$ cat config.mk
export PLATFORM = sky130hd
export DESIGN_NAME = eka_icache
export DESIGN_NICKNAME = d
export VERILOG_FILES = /design/src/rtl/eka_icache_pkg.sv /design/src/rtl/eka_icache_data_array.sv /design/src/rtl/eka_icache.sv
export SDC_FILE = /design/constraint.sdc
export NUM_CORES = 2
export LEC_CHECK = 0
export CAP_MARGIN = 20
export CORE_AREA = 2 2 493 495
export DETAILED_ROUTE_END_ITERATION = 10
export DIE_AREA = 0 0 495 497
export PLACE_DENSITY_LB_ADDON = 0.2
export RECOVER_POWER = 100
export SYNTH_ARGS = -nofsm -noshare
export SYNTH_HDL_FRONTEND = slang
export SYNTH_SLANG_ARGS = --single-unit
$ cat constraint.sdc
create_clock -name clk -period 9.65 [get_ports clk]
set_clock_uncertainty 0.15 [all_clocks]
set_input_delay 0.965 -clock clk [delete_from_list [all_inputs] [get_ports clk]]
set_output_delay 0.965 -clock clk [all_outputs]
set_load 0.03 [all_outputs]
$ cat src/rtl/eka_icache_pkg.sv
// Shared types, constants and address-width helpers for the eka_icache instruction cache.
package eka_icache_pkg;

  typedef enum logic [1:0] {
    IDLE = 2'd0,
    REQ  = 2'd1,
    FILL = 2'd2
  } state_t;

  localparam logic [31:0] NOP = 32'h0000_0013;

  function automatic int offset_bits(input int words_per_line);
    return $clog2(words_per_line);
  endfunction

  function automatic int index_bits(input int lines);
    return $clog2(lines);
  endfunction

  function automatic int tag_bits(input int addr_width, input int lines, input int words_per_line);
    return addr_width - 2 - $clog2(lines) - $clog2(words_per_line);
  endfunction

endpackage

$ cat src/rtl/eka_icache_data_array.sv
// Line data storage: one combinational read port, one synchronous write port, no reset.
module eka_icache_data_array
  import eka_icache_pkg::*;
#(
  parameter int LINES          = 16,
  parameter int WORDS_PER_LINE = 4
) (
  input  logic                                    clk,
  input  logic                                    we,
  input  logic [$clog2(LINES*WORDS_PER_LINE)-1:0] waddr,
  input  logic [31:0]                             wdata,
  input  logic [$clog2(LINES*WORDS_PER_LINE)-1:0] raddr,
  output logic [31:0]                             rdata
);

  logic [31:0] mem_q [LINES*WORDS_PER_LINE];

  always_ff @(posedge clk) begin
    if (we) mem_q[waddr] <= wdata;
  end

  assign rdata = mem_q[raddr];

endmodule

$ cat src/rtl/eka_icache.sv
// Direct-mapped instruction cache with zero-latency hits and line refill FSM.
// Optional performance counters enabled by defining EKA_ICACHE_PERF_EN.
module eka_icache
  import eka_icache_pkg::*;
#(
  parameter int ADDR_WIDTH     = 32,
  parameter int LINES          = 16,
  parameter int WORDS_PER_LINE = 4
) (
  input  logic                  clk,
  input  logic                  reset,
  input  logic [ADDR_WIDTH-1:0] inst_addr,
  output logic [31:0]           instruction,
  output logic                  inst_valid,
  input  logic                  flush,
  output logic                  mem_req,
  output logic [ADDR_WIDTH-1:0] mem_addr,
  input  logic                  mem_ack,
  input  logic                  mem_rvalid,
  input  logic [31:0]           mem_rdata,
  output logic [31:0]           hit_count,
  output logic [31:0]           miss_count
);

  localparam int OW = offset_bits(WORDS_PER_LINE);
  localparam int IW = index_bits(LINES);
  localparam int TW = tag_bits(ADDR_WIDTH, LINES, WORDS_PER_LINE);

  state_t                state_q, state_d;
  logic [LINES-1:0]      valid_q, valid_d;
  logic [OW-1:0]         cnt_q, cnt_d;
  logic                  mem_req_q, mem_req_d;
  logic [ADDR_WIDTH-1:0] mem_addr_q, mem_addr_d;
  logic                  flushed_q, flushed_d;
  logic [TW-1:0]         tag_q [LINES];

  logic [IW-1:0] idx;
  logic [TW-1:0] tag;
  logic [IW-1:0] fill_idx;
  logic [31:0]   rdata;
  logic          hit, miss_event, beat_we, last_beat;
  logic [1:0]    unused_addr_bits;

  assign unused_addr_bits = inst_addr[1:0];
  assign idx      = inst_addr[OW+2 +: IW];
  assign tag      = inst_addr[ADDR_WIDTH-1 -: TW];
  assign fill_idx = mem_addr_q[OW+2 +: IW];

  assign hit        = (state_q == IDLE) && !flush && valid_q[idx] && (tag_q[idx] == tag);
  assign miss_event = (state_q == IDLE) && !flush && !hit;
  assign beat_we    = (state_q == FILL) && mem_rvalid;
  assign last_beat  = beat_we && (&cnt_q);

  assign inst_valid  = hit;
  assign instruction = hit ? rdata : NOP;
  assign mem_req     = mem_req_q;
  assign mem_addr    = mem_addr_q;

  eka_icache_data_array #(
    .LINES          (LINES),
    .WORDS_PER_LINE (WORDS_PER_LINE)
  ) u_data (
    .clk   (clk),
    .we    (beat_we),
    .waddr ({fill_idx, cnt_q}),
    .wdata (mem_rdata),
    .raddr (inst_addr[2 +: IW+OW]),
    .rdata (rdata)
  );

  always_comb begin
    state_d    = state_q;
    valid_d    = valid_q;
    cnt_d      = cnt_q;
    mem_req_d  = mem_req_q;
    mem_addr_d = mem_addr_q;
    flushed_d  = flushed_q;
    case (state_q)
      IDLE: begin
        if (miss_event) begin
          state_d    = REQ;
          mem_req_d  = 1'b1;
          mem_addr_d = {inst_addr[ADDR_WIDTH-1:OW+2], {(OW+2){1'b0}}};
          flushed_d  = 1'b0;
        end
      end
      REQ: begin
        flushed_d = flushed_q | flush;
        if (mem_ack) begin
          state_d   = FILL;
          mem_req_d = 1'b0;
          cnt_d     = '0;
        end
      end
      FILL: begin
        flushed_d = flushed_q | flush;
        if (beat_we) cnt_d = cnt_q + 1'b1;
        // A flush seen at any point of the refill, including the last beat, keeps the line invalid.
        if (last_beat) begin
          state_d = IDLE;
          if (!flushed_q && !flush) valid_d[fill_idx] = 1'b1;
        end
      end
      default: state_d = IDLE;
    endcase
    if (flush) valid_d = '0;
  end

  always_ff @(posedge clk or posedge reset) begin
    if (reset) begin
      state_q    <= IDLE;
      valid_q    <= '0;
      cnt_q      <= '0;
      mem_req_q  <= 1'b0;
      mem_addr_q <= '0;
      flushed_q  <= 1'b0;
    end else begin
      state_q    <= state_d;
      valid_q    <= valid_d;
      cnt_q      <= cnt_d;
      mem_req_q  <= mem_req_d;
      mem_addr_q <= mem_addr_d;
      flushed_q  <= flushed_d;
    end
  end

  always_ff @(posedge clk) begin
    if (last_beat) tag_q[fill_idx] <= mem_addr_q[ADDR_WIDTH-1 -: TW];
  end

`ifdef EKA_ICACHE_PERF_EN
  logic [31:0] hit_cnt_q, hit_cnt_d, miss_cnt_q, miss_cnt_d;

  always_comb begin
    hit_cnt_d  = hit_cnt_q;
    miss_cnt_d = miss_cnt_q;
    if (hit && !(&hit_cnt_q))          hit_cnt_d  = hit_cnt_q + 32'd1;
    if (miss_event && !(&miss_cnt_q))  miss_cnt_d = miss_cnt_q + 32'd1;
  end

  always_ff @(posedge clk or posedge reset) begin
    if (reset) begin
      hit_cnt_q  <= '0;
      miss_cnt_q <= '0;
    end else begin
      hit_cnt_q  <= hit_cnt_d;
      miss_cnt_q <= miss_cnt_d;
    end
  end

  assign hit_count  = hit_cnt_q;
  assign miss_count = miss_cnt_q;
`else
  assign hit_count  = 32'd0;
  assign miss_count = 32'd0;
`endif

endmodule

Yosys cells after proc, flatten, opt, wreduce, memory -nomap -nowiden
Memories as Yosys holds them, arrays and structs flattened. Index checks and enable logic that the tools add are counted.

Output and inout bits: 130. Logic and storage cells: 72. Bits of input ports: 69. Flip-flop bits (word level): 50. Memory bits (writable): 2432. Memories kept: 2.

Memories: u_data.mem_q (words 64, width 32, read ports 1, clocked after memory_dff 0, write ports 1, line eka_icache_data_array.sv:16) `logic [31:0] mem_q [LINES*WORDS_PER_LINE];`; tag_q (words 16, width 24, read ports 1, clocked after memory_dff 0, write ports 1, line eka_icache.sv:35) `logic [TW-1:0] tag_q [LINES];`.

Equal/unequal tests: 7. Bitwise gates (word level): 2. Mux-type cells: 25. Add/subtract/negate cells: 1. Reductions and logical operators: 26. Order comparisons: 3.

Operator list (count): 16-bit two-way mux (4); 32-bit two-way mux (1); 24-bit equality test (1); 16-bit OR (1); 3-bit AND reduction (4); 2-bit nonzero test (6); 4-bit by 5-bit less-than comparator with 1-bit output, second input constant (2); 2-bit two-way mux (5); 1-bit two-way mux (9); 1-bit logical AND (8); 2-bit != test, second input constant (4); 2-bit one-hot mux with 3 select lines (1); 2-bit AND reduction (3); 1-bit binary-select mux with 4-bit select (1); 1-bit demux with 4-bit select (1); 4-bit by 1-bit greater-or-equal comparator with 1-bit output, second input constant (1); 1-bit one-hot mux with 2 select lines (2); 2-bit one-hot mux with 2 select lines (1); 1-bit zero test (3); 2-bit by 1-bit adder with 2-bit output, second input constant (1); 2-bit by 1-bit equality test with 1-bit output, second input constant (1); 2-bit equality test, second input constant (1); 2-bit zero test (1); 2-bit OR reduction (1); 1-bit OR (1).

Logic depth before layout (Yosys ltp)
Depth after elaboration: 9. Mapped depth: 14. Depth with buffers taken out: 9.

By module
Synthesis repeated with hierarchy kept, for this count alone.

Cell total of the unflattened synthesis: 4289. Area, all modules: 96378.7 µm².

Modules (own cells, without submodules): eka_icache_data_array (area an instance 77874.7 µm², seq. area each 61499.0 µm², cells an instance 3292, instances 1); eka_icache (area an instance 18504.0 µm², seq. area each 12782.3 µm², cells an instance 997, instances 1).

Least setup slack after synthesis
OpenSTA, ideal clock, no wires.

Path type: input-to-output. Start: in inst_addr[6]. End: out instruction[15]. Required time: 8535 ps. Buffers on the path: 5. Setup slack: 4540 ps. Arrival time: 3995 ps. Stages on the path: 11. Cell sequence: buf_2 -> buf_4 -> buf_2 -> mux4_2 -> mux4_2 -> xor2_1 -> nor4_1 -> nand4_1 -> clkbuf_1 -> clkbuf_1 -> a211oi_1.

Longest elaborated chain between the ends: 5. Elaborated cells on any way between the ends: 8. Classes of those cells: eq/ne (1); mux (3); reduce/logical (2); memory (2).

Ends and longest elaborated chain: start, declared (line eka_icache.sv:12) `input logic [ADDR_WIDTH-1:0] inst_addr,`; branches (longest 4 deep; another with memory read 16 x 24 bit); 32-bit two-way mux * (line eka_icache.sv:55) `assign instruction = hit ? rdata : NOP;`; end, declared (line eka_icache.sv:13) `output logic [31:0] instruction,`.

Every way passes the cells marked *. The select of a mux whose other input is x is not followed.

Worst setup path in the final report
Start: in inst_addr[4]. End: out instruction[7].

Same word-level chain as after synthesis.

==> results.toml <==
[synth]
ys_seq_elements = 2482
synth_enable_flop_cells = 2432
syn_inst = 3977
syn_avg_cell_area_sq_um = 24.1
synthFlopType = "edfxtp_1"
synthesis.area_sq_um = 95700
synthesis.yosys.warnings = 0
postSynth.asyncResetShare_pct = 2.01
ys_seq_area_share_pct = 77.6
yosysUniqueCellTypes = 53

[grt]
grt_start_max_net_pins = 127
grtUsageTotal_pct = 19.9
grt_overflow = 0
first_global_vias = 44700
grt_antenna_before_repair = 9
first_pass_grt_wire_length_microns = 345000

[setup_path]
worstReg2RegEnd = "u_data.mem_q[15][21]"
required_ns = 8.54
critical_path_peak_fanout = 74
setup.worst_path.end_class = "primary output"
rr_startpoint = "state_q[0]"
arrival_ns = 6.77
worst-r2r-cell-count = 6
crit_path_start_kind = "input port"
crit_type = "input port to primary output"
worst-r2r-setup-slack_ns = 3.72

[layout]
layout.cells.most_common_list = "edfxtp_1 (2,432), mux4_2 (749), clkbuf_16 (286), clkbuf_1 (214), nor2_4 (71)"
final-seq-area_sq_um = 74300
multi_input_comb_area_sq_um = 20700
drive_gt1_share_pct = 26.8
nets = 4400
final_common_cell = "edfxtp_1"
post_layout_cell_count = 7698
filler_cell_count = 20200
flow.area_growth_from_synthesis_pct = 13.9
final_area_sq_um = 109000

[timing]
drv_slew = 4118
finalWorstPathRequiredPeriod_ns = 7.89
number_of_endpoints_failing_setup_at_the_final_stage = 0
final_min_period_over_clock_period_pct = 81.7
fin_hold_viols = 0
timing.slew.headroom_pct = -161
totalNegativeSetupSlack_ns = 0
max_freq_ghz = 0.127
rsz0062_at_grt = "no"
tightest_slew_ns = 3.92

[route]
drtPass1Iterations = 7
drt_drc_violations_left = 0
wl_final_microns = 246000
detail_route.vias_per_cell = 5.67
wl_per_cell_microns = 32.0
detail-route-antenna-nets = 0
drt_iter0_markers = 4912
via_count = 43700

[status]
outcome = "finished, violations left"
violations = "max-capacitance violations, max-slew violations"

[floorplanning]
area_of_the_die_sq_um = 246000
fp.dieW_microns = 495
rows = 180
io_pins = 199
start_util_pct = 39.9
core-area_sq_um = 240000
height_of_the_chip_microns = 497

[worst_hold_path]
min_from = "mem_rdata[20]"
min_path_type = "input port to flip-flop"
whs_path_depth = 1
hold-path-endpoint = "u_data.mem_q[60][20]"

[clock_tree]
hold_fix_buffer_count_after_cts = 0
cts_tree = "yes"
cts.reportedPaths.clkPinSlew_ns = 0.06
tritoncts_num_sinks = 2482
postCtsSetupBuffers = 0
cts-resized-gates = 0
buffer_type_at_the_clock_tree_root = "clkbuf_16"
worst_skew_pair.late_latency_ns = 0.92
clock_tree.htree_level_count = 5
total_cts_buffers = 279
clock_path_buffers = 4

[power_and_ir_drop]
worst_ir_drop_vdd_mv = 0.144
post-layout-total-power_mw = 23.8
power_per_cell_area_nw_per_um2 = 218
power.leakage_nw = 33.5

[placement]
place.gp.congestion = 0.720
placement.io_buffers = 128
place_area_sq_um = 101000
placedCellCount = 7199
detailedPlacementHpwl_microns = 122000

[job]
timing.max_cap.violations = 116
report_power, final:
group / leakage (nW) / internal [mW] / total [mW] / switching, mW
logic: 7.02 / 0.588 / 1.59 / 1.01
clock network: 3.95 / 5.53 / 9.64 / 4.11
registers: 22.5 / 12.2 / 12.6 / 0.320
total: 33.5 / 18.4 / 23.8 / 5.43
per-layer routing:
| metal | share of wire [%] | GRT usage, % | wire length [microns] | vias up |
|---|---|---|---|---|
| li1 | - | - | - | 17600 |
| met4 | 2.9 | 5.83 | 7140 | 4 |
| met3 | 5.8 | 3.38 | 14300 | 378 |
| met2 | 49 | 32.2 | 121000 | 1422 |
| met5 | 0.0093 | 0 | 23 | - |
| met1 | 42 | 27.7 | 104000 | 24300 |
per-stage QoR:
stage               setup WS [ns]  hold slack (ns)  utilization [%]
global route                 1.44            0.173             45.4
global placement             2.24            0.322             42.2
detailed placement           2.28            0.332             42.2
finish                       1.76            0.215             45.4
CTS                          2.24            0.251             45.6
floorplan                    4.54            0.307                -
worst max-delay path: stages:
cell,delay (ns)
buf_8,0.59
buf_4,0.80
buf_4,0.76
clkbuf_2,1.22
mux4_2,0.43
mux2i_1,0.13
a211oi_1,0.86
dlygate4sd3_1,0.85
flip-flops by register name, indices dropped and copies added (netlist names):
name	count
cnt_q	2
flushed_q	1
mem_addr	28
mem_req	1
state_q	2
tag_q	384
u_data.mem_q	2048
valid_q	16
final cells by class:
class	count	area share, %
Antenna cell	3	0.00688
Clock buffer	355	6.80
Clock inverter	111	0.603
Inverter	11	0.0493
Multi-Input combinational cell	1275	19.0
Sequential cell	2482	68.1
Tap cell	3185	3.65
Timing Repair Buffer	276	1.77
worst max-delay path by stage:
stage,endpoint,startpoint,slack (ns)
global route,instruction[16],inst_addr[4],1.44
CTS,instruction[20],inst_addr[4],2.24
detailed placement,instruction[20],inst_addr[4],2.28
global placement,instruction[23],inst_addr[4],2.24
finish,instruction[7],inst_addr[4],1.76
floorplan,instruction[15],inst_addr[6],4.54
Yosys cell counts, types with 6 or more instances:
cell / number / area [sq um]
mux2i_1: 61 / 611
buf_6: 6 / 67.6
mux2_1: 8 / 90.1
a211oi_1: 33 / 248
dfrtp_1: 50 / 1250
buf_1: 49 / 184
edfxtp_1: 2432 / 73000
nor2_1: 106 / 398
buf_2: 37 / 185
nor2b_1: 28 / 175
xor2_1: 15 / 131
nand2_1: 32 / 120
mux2_4: 20 / 300
o21ai_0: 10 / 50.1
and2_1: 16 / 100
mux4_2: 749 / 16900
nand3_1: 9 / 45.0
buf_4: 74 / 556
a221oi_1: 6 / 52.6
ha_1: 6 / 75.1
clkbuf_1: 110 / 413
a21oi_1: 29 / 145
xnor2_1: 26 / 228
inv_1: 8 / 30.0
kinds of logic (layout without fill, tap and decap cells):
group           Yosys count  in the layout  share of synthesized area, %
buf+inv                 287            753                          1.51
mux                     840            840                          18.7
flops                  2482           2482                          77.6
xor+xnor                 41             41                         0.375
simple gates            222            222                          1.09
compound gates           98             98                         0.672
fa+ha+maj                 6              6                        0.0784
other cells               1             71                       0.00392
No activity file was read; power rests on OpenSTA's default activity.
